### config.mk
export PLATFORM = sky130hd
export DESIGN_NAME = multiword_add_ctrl
export DESIGN_NICKNAME = d
export VERILOG_FILES = /design/src/rtl/multiword_add_ctrl.sv
export SDC_FILE = /design/constraint.sdc
export NUM_CORES = 1
export LEC_CHECK = 0
export CORE_ASPECT_RATIO = 0.5
export CORE_MARGIN = 1
export CORE_UTILIZATION = 49
export CTS_CLUSTER_SIZE = 14
export DETAILED_ROUTE_END_ITERATION = 10
export GPL_ROUTABILITY_DRIVEN = 0
export GPL_TIMING_DRIVEN = 0
export PLACE_DENSITY = 0.79
export REMOVE_ABC_BUFFERS = 1
export SLEW_MARGIN = 20
export SYNTH_ARGS = -nofsm -noshare
export SYNTH_HDL_FRONTEND = slang
export SYNTH_SLANG_ARGS = --single-unit
### constraint.sdc
create_clock -name clk -period 2.5 [get_ports clk]
set_input_delay 0.5 -clock clk [delete_from_list [all_inputs] [get_ports clk]]
set_output_delay 0.5 -clock clk [all_outputs]
set_load 0.05 [all_outputs]
### src/rtl/multiword_add_ctrl.sv
// multiword_add_ctrl: sequences a WORDS x 16-bit add/subtract through one
// shared external 16-bit adder slice, least-significant slice first, with
// the carry chained between cycles. Valid/ready on both operand and result.
module multiword_add_ctrl #(
  parameter int unsigned WORDS = 4
) (
  input  logic                clk,
  input  logic                rst_n,
  input  logic                in_valid,
  output logic                in_ready,
  input  logic [16*WORDS-1:0] in_a,
  input  logic [16*WORDS-1:0] in_b,
  input  logic                in_sub,
  output logic                out_valid,
  input  logic                out_ready,
  output logic [16*WORDS-1:0] out_sum,
  output logic                out_cout,
  output logic                out_ovf,
  output logic [15:0]         adder_a,
  output logic [15:0]         adder_b,
  output logic                adder_cin,
  input  logic [15:0]         adder_s,
  input  logic                adder_cout
);

  localparam int unsigned W     = 16 * WORDS;
  localparam int unsigned IDX_W = (WORDS > 1) ? $clog2(WORDS) : 1;
  localparam logic [IDX_W-1:0] IDX_LAST = IDX_W'(WORDS - 1);

  typedef enum logic [1:0] {
    S_IDLE = 2'd0,
    S_RUN  = 2'd1,
    S_DONE = 2'd2
  } state_e;

  state_e           state_q,     state_d;
  logic [IDX_W-1:0] idx_q,       idx_d;
  logic             carry_q,     carry_d;
  logic [W-1:0]     a_q,         a_d;
  logic [W-1:0]     b_q,         b_d;
  logic [W-1:0]     sum_q,       sum_d;
  logic             cout_q,      cout_d;
  logic             ovf_q,       ovf_d;
  logic             in_ready_q,  in_ready_d;
  logic             out_valid_q, out_valid_d;

  // Next-state, datapath update and adder-slice drive
  always_comb begin
    state_d     = state_q;
    idx_d       = idx_q;
    carry_d     = carry_q;
    a_d         = a_q;
    b_d         = b_q;
    sum_d       = sum_q;
    cout_d      = cout_q;
    ovf_d       = ovf_q;
    in_ready_d  = in_ready_q;
    out_valid_d = out_valid_q;
    adder_a     = 16'h0000;
    adder_b     = 16'h0000;
    adder_cin   = 1'b0;

    case (state_q)
      S_IDLE: begin
        if (in_valid) begin
          // Subtraction is A + ~B + 1: invert B once, seed carry with 1
          a_d        = in_a;
          b_d        = in_sub ? ~in_b : in_b;
          carry_d    = in_sub;
          idx_d      = '0;
          in_ready_d = 1'b0;
          state_d    = S_RUN;
        end
      end

      S_RUN: begin
        adder_a   = a_q[{idx_q, 4'b0000} +: 16];
        adder_b   = b_q[{idx_q, 4'b0000} +: 16];
        adder_cin = carry_q;
        sum_d[{idx_q, 4'b0000} +: 16] = adder_s;
        carry_d   = adder_cout;
        if (idx_q == IDX_LAST) begin
          cout_d      = adder_cout;
          ovf_d       = (a_q[W-1] == b_q[W-1]) && (adder_s[15] != a_q[W-1]);
          idx_d       = '0;
          out_valid_d = 1'b1;
          state_d     = S_DONE;
        end else begin
          idx_d = idx_q + IDX_W'(1);
        end
      end

      S_DONE: begin
        if (out_ready) begin
          out_valid_d = 1'b0;
          in_ready_d  = 1'b1;
          state_d     = S_IDLE;
        end
      end

      default: begin
        out_valid_d = 1'b0;
        in_ready_d  = 1'b1;
        state_d     = S_IDLE;
      end
    endcase
  end

  // State and datapath registers; reset discards any partial result
  always_ff @(posedge clk or negedge rst_n) begin
    if (!rst_n) begin
      state_q     <= S_IDLE;
      idx_q       <= '0;
      carry_q     <= 1'b0;
      a_q         <= '0;
      b_q         <= '0;
      sum_q       <= '0;
      cout_q      <= 1'b0;
      ovf_q       <= 1'b0;
      in_ready_q  <= 1'b1;
      out_valid_q <= 1'b0;
    end else begin
      state_q     <= state_d;
      idx_q       <= idx_d;
      carry_q     <= carry_d;
      a_q         <= a_d;
      b_q         <= b_d;
      sum_q       <= sum_d;
      cout_q      <= cout_d;
      ovf_q       <= ovf_d;
      in_ready_q  <= in_ready_d;
      out_valid_q <= out_valid_d;
    end
  end

  assign in_ready  = in_ready_q;
  assign out_valid = out_valid_q;
  assign out_sum   = sum_q;
  assign out_cout  = cout_q;
  assign out_ovf   = ovf_q;

endmodule

==> metrics.cfg <==
[critical_path]
critPathMaxFanout = 5
r2r_end = out_sum[3]
end_kind = output pin
crit_chain = buf_6 -> clkbuf_16 -> mux4_2 -> and2_4 -> buf_6
slowest_delay_ns = 0.50
r2r_cells = 5
crit_buf_inv = 3
slowest_stage = mux4_2
cpLargestDelayFamily = multiplexers
crit_arrival_ns = 2.09
r2r_slack_ns = 0.28
critical_path_class = register to output pin
cp_data_required_time_ns = 2.00
start_kind = register
critPathMostFrequentCell = buf_6
r2r-start = idx_q[1]

[route]
first_pass_iters = 5
routed_wl_um = 23700
drtIter0Drc = 332
drc = 0
ant_nets = 0
vias_per_cell = 5.28
wire_per_inst_um = 18.9
num_vias = 6626

[worst_hold_path]
min_from = out_sum[25]
min_path_type = register to register
min_to = out_sum[25]
whs_path_depth = 2

[grt]
antenna_found_initial = 0
grt_use_total_pct = 25.1
grt_max_degree = 89
overflow = 0
grt_pass1_wl_um = 38100
grt_pass1_vias = 7079

[outcome]
status = finished with violations
violations = setup timing

[timing]
max_freq_mhz = 386
fin_hold_ws_ns = 0.482
finClkSkew_ns = 0.00818
tightest_slew_ns = 0.654
tns_ns = -0.664
relSlewSlack_pct = 56.3
setup_viol = 11
fin_crit_ns = 2.59
fin_crit_sh_pct = 104
drv_slew = 0
timing.final.ws_setup_ns = -0.0886
rsz0062_at_grt = yes
hold_viol_final = 0

[placement]
hpwl_um = 15600
placed_cell_area_um2 = 12000
port_buffers = 250

[cells_and_area]
layout_common_cells = 215 x clkdlybuf4s50_1, 196 x dfrtp_1, 71 x nand2_1
drive_above_1_share_pct = 24.0
fin_nets = 1162
finalInstanceArea_um2 = 13100
synthToLayoutAreaGrowth_pct = 42.8
insertedDiodeCount = 0
nFillCells = 1218
layout_commonest_cell = clkdlybuf4s50_1

[cts]
cts_buffers = 20
path_clk_slew_ns = 0.07
cts_root_buf = clkbuf_16
cts_tree = done
htreeDepth = 1
insertion_delay_ns = 0.49
clk_path_buf_depth = 3
clock-sinks = 201

[synthesis]
ys_seq_area_share_pct = 55.0
ys_warn_count = 0
synth_cell_types = 34
avgSynthCellArea_um2 = 12.2
ys_seq_elements = 201
syn_inst = 751
synth_area_um2 = 9160

[job]
drv_cap = 0

[floorplanning]
num_rows = 34
ioPinCount = 251
fp.dieH_um = 98.7
die_x_um = 195
dieArea_um2 = 19300
initial_utilization_pct = 51.4
coreArea_um2 = 17800

[pwr]
power.density_nw_per_um2 = 1540
p_leak_nw = 5.38
ir_worst_vdd_mv = 0.662
power.total_mw = 20.1

## state kept, by name, summed over array words and instances (netlist names)
register	count
a_q	64
state_q	2
out_cout	1
in_ready	1
out_sum	64
b_q	64
idx_q	2
out_ovf	1
out_valid	1
carry_q	1
## final cells by class
type                            count  area (µm²)  area share [%]
Sequential cell                   201        5040            38.6
Multi-Input combinational cell    491        3900            29.8
Timing Repair Buffer              290        3130            23.9
Clock buffer                       29         616            4.71
Tap cell                          234         293            2.24
Clock inverter                      7        85.1           0.651
Inverter                            3        11.3          0.0861
## Yosys cell counts (all sizes together)
master	number	area share [%]
a21oi	66	3.6
a22o	33	3.2
a22oi	1	0.082
a2bb2oi	1	0.096
and2	32	2.2
and3b	1	0.096
buf	42	2.8
clkbuf	14	0.59
dfrtp	200	55
dfstp	1	0.29
ha	5	0.68
inv	3	0.12
mux2	65	8.0
mux4	32	7.9
nand2	71	2.9
nand2b	1	0.068
nand3b	3	0.38
nor2	70	2.9
nor2b	2	0.14
nor3b	1	0.14
nor4	1	0.23
nor4b	2	0.52
nor4bb	1	0.11
o21ai	35	1.9
o21bai	2	0.16
o22a	1	0.096
o31ai	1	0.082
xnor2	64	6.1
## layer usage
| metal | wire (µm) | track usage [%] |
|---|---|---|
| met5 | 0 | 0 |
| met4 | 505 | 5.94 |
| met3 | 1020 | 4.52 |
| met2 | 11900 | 43.9 |
| met1 | 10300 | 32.9 |
## through the flow
step | setup WS [ns] | std cells | utilization, %
after detailed placement | -0.445 | 1197 | 67.2
after floorplan | -5.02 | 695 | -
after global routing | -0.132 | 1255 | 73.3
after CTS | -0.106 | 1249 | 72.6
after global placement | -7.81 | 1179 | 65.3
final | -0.0886 | 1255 | 73.3
## power by group
part | leakage, nW | switching (mW) | internal (mW) | total, mW
clock network | 0.352 | 1.27 | 1.92 | 3.19
logic | 2.59 | 6.21 | 4.95 | 11.2
registers | 2.43 | 0.931 | 4.80 | 5.73
total | 5.38 | 8.41 | 11.7 | 20.1
## worst register-to-register path, cell delays in order (launching register included)
cell and delay (ns):
dfrtp_4 0.60, buf_6 0.21, inv_1 0.10, ha_1 0.34, nand2_1 0.47, a22o_1 0.40
## worst max-delay path by stage
| stage | depth (start not counted) | from | slack, ns | to |
|---|---|---|---|---|
| floorplan | 2 | state_q[0] | -5.02 | a_q[0] |
| global placement | 3 | in_valid | -7.81 | a_q[20] |
| detailed placement | 4 | idx_q[0] | -0.45 | adder_b[7] |
| CTS | 5 | idx_q[0] | -0.11 | adder_a[4] |
| global route | 5 | idx_q[0] | -0.13 | adder_b[3] |
| finish | 5 | idx_q[0] | -0.09 | adder_a[11] |
## what timing repair did
item	in CTS	in global routing
setup buffers	14	5
setup endpoints to repair	91	70
endpoints found under the hold margin	41	0
gates cloned	1	1
resized for setup	238	29
pin swaps	2	4
hold buffers	1	0
## logic make-up after synthesis
| group | Yosys count | share of synthesized area (%) |
|---|---|---|
| buf+inv | 59 | 3.53 |
| fa+ha+maj | 5 | 0.683 |
| simple gates | 185 | 9.65 |
| xor+xnor | 64 | 6.12 |
| flops | 201 | 55.0 |
| compound gates | 140 | 9.20 |
| mux | 97 | 15.9 |
Note: power is estimated with default switching activity, not from simulation.
==> RTL edit, RTL diff (same settings) <==
`WORDS`: 4 -> 8.
--- a/src/rtl/multiword_add_ctrl.sv
+++ b/src/rtl/multiword_add_ctrl.sv
@@ -3,5 +3,5 @@
 // the carry chained between cycles. Valid/ready on both operand and result.
 module multiword_add_ctrl #(
-  parameter int unsigned WORDS = 4
+  parameter int unsigned WORDS = 8
 ) (
   input  logic                clk,
Interface: changed (resized in_a, in_b and out_sum); port bits go from 251 to 443. No check against the original RTL was run, so the function may have changed too.
==> RTL edit against the unedited design <==
- the run still ends with setup timing left
- routed wire length rose to 2.5 times the old value
- area after synthesis grew 100%
- first-iteration DRC count grew to 2.6 times the old value
- total power rose by 95%
- cell area rose by 100%
- via count is 110% higher
- count of clock-buffer cells in the layout rose by 28
- synthesized cell count grew 100%
- clock skew rose by 0.013 ns
- worst setup slack got worse by 0.18 ns
- fmax down 6.6%
- cell count rose by 100%
- hold slack better by 0.016 ns
- sequential cell count up 193
- largest cell class unchanged
- largest power group unchanged
==> RTL edit: results (changes against the unedited design) <==
The post-route worst hold slack is 0.499 ns (was 0.482 ns). The antenna diode count is 15 (was 0). The number of placed instances, taps included is 2386 (was 1197). The layout buffer count excluding clock buffers came out at 564 (was 290).

The setup violation total in the final timing report came out at 32 (was 11). The endpoint of the most critical register-to-register path is out_sum[15]$_DFFE_PN0P_ (was out_sum[3]$_DFFE_PN0P_). The sequential share of cell area came out at 37.2% (was 38.6%). The number of inverters outside the clock class in the layout came to 19 (was 3). The smallest setup slack after layout came out at -0.270 ns (was -0.0886 ns). The largest net degree at the start of global routing is 86 (was 89). The cell area after placement came to 23600 um2 (was 12000 um2). The count of instances resized after the clock tree is built came out at 291 (was 238). The layout clock buffer count came out at 57 (was 29).

The adder-cell area share of the yosys netlist is 0.471% (was 0.683%). The multiplexer fraction of the synthesized cell area came out at 22.9% (was 15.9%). The number of cells on the worst hold path is 1 (was 2).

Most instantiated cells after synthesis: sky130_fd_sc_hd__dfrtp_1 (393), sky130_fd_sc_hd__mux2_2 (263), sky130_fd_sc_hd__nor2_1 (135), sky130_fd_sc_hd__a21oi_1 (130), sky130_fd_sc_hd__xnor2_1 (128) (was sky130_fd_sc_hd__dfrtp_1 (200), sky130_fd_sc_hd__nand2_1 (71), sky130_fd_sc_hd__nor2_1 (70), sky130_fd_sc_hd__a21oi_1 (66), sky130_fd_sc_hd__mux2_2 (65)). Run status: complete, but fails checks (unchanged). The largest incremental delay on the critical path came to 0.53 ns (was 0.50 ns).

The detailed-route wire length is 59600 um (was 23700 um). The capturing element of the worst setup path is adder_a[13] (was adder_a[11]). The number of multi-input combinational cells came to 993 (was 491). The post-synthesis average cell area is 12.3 um2 (was 12.2 um2). The fraction of cell area in non-clock buffers is 22.9% (was 23.9%).

The worst setup slack before clock tree synthesis is -1.23 ns (was -0.445 ns). Violated checks: setup timing (unchanged). The worst-path cell with the longest stage delay was sky130_fd_sc_hd__dfrtp_4 (was sky130_fd_sc_hd__mux4_2). The average detailed-routed wire length per instance came out at 23.4 um (was 18.9 um).

The path depth of the worst reg2reg path came out at 6 (was 5). The clock tree cell share of total cell area is 4.83% (was 5.36%). The switching part of the total power is 42.9% (was 41.9%).
## RTL edit: changes by cell type in the layout (fill, tap and decap cells not counted), sizes merged, moves of 34 or more
cell and delta:
a21oi +64, buf +76, clkbuf +34, clkdlybuf4s50 +192
dfrtp +193, mux2 +210, mux2i +112, nand2 -51
nor2 +68, o22ai +49, xnor2 +64
## RTL edit: worst register-to-register path, stage by stage (launching register included)
cell and delay [ns]:
sky130_fd_sc_hd__dfrtp_4 0.53, sky130_fd_sc_hd__buf_12 0.18, sky130_fd_sc_hd__inv_1 0.08, sky130_fd_sc_hd__ha_2 0.42
sky130_fd_sc_hd__nor2_1 0.29, sky130_fd_sc_hd__nand4_4 0.37, sky130_fd_sc_hd__mux2_1 0.47
## RTL edit: power by group through the flow
stage | logic (mW) | clock network (mW) | registers, mW
floorplan | 7.75 | 0 | 12.2
CTS | 20.2 | 6.08 | 10.9
detailed placement | 18.1 | 0 | 11.1
global route | 22.9 | 6.42 | 11.4
global placement | 14.4 | 0 | 9.69
finish | 22.0 | 6.07 | 11.1
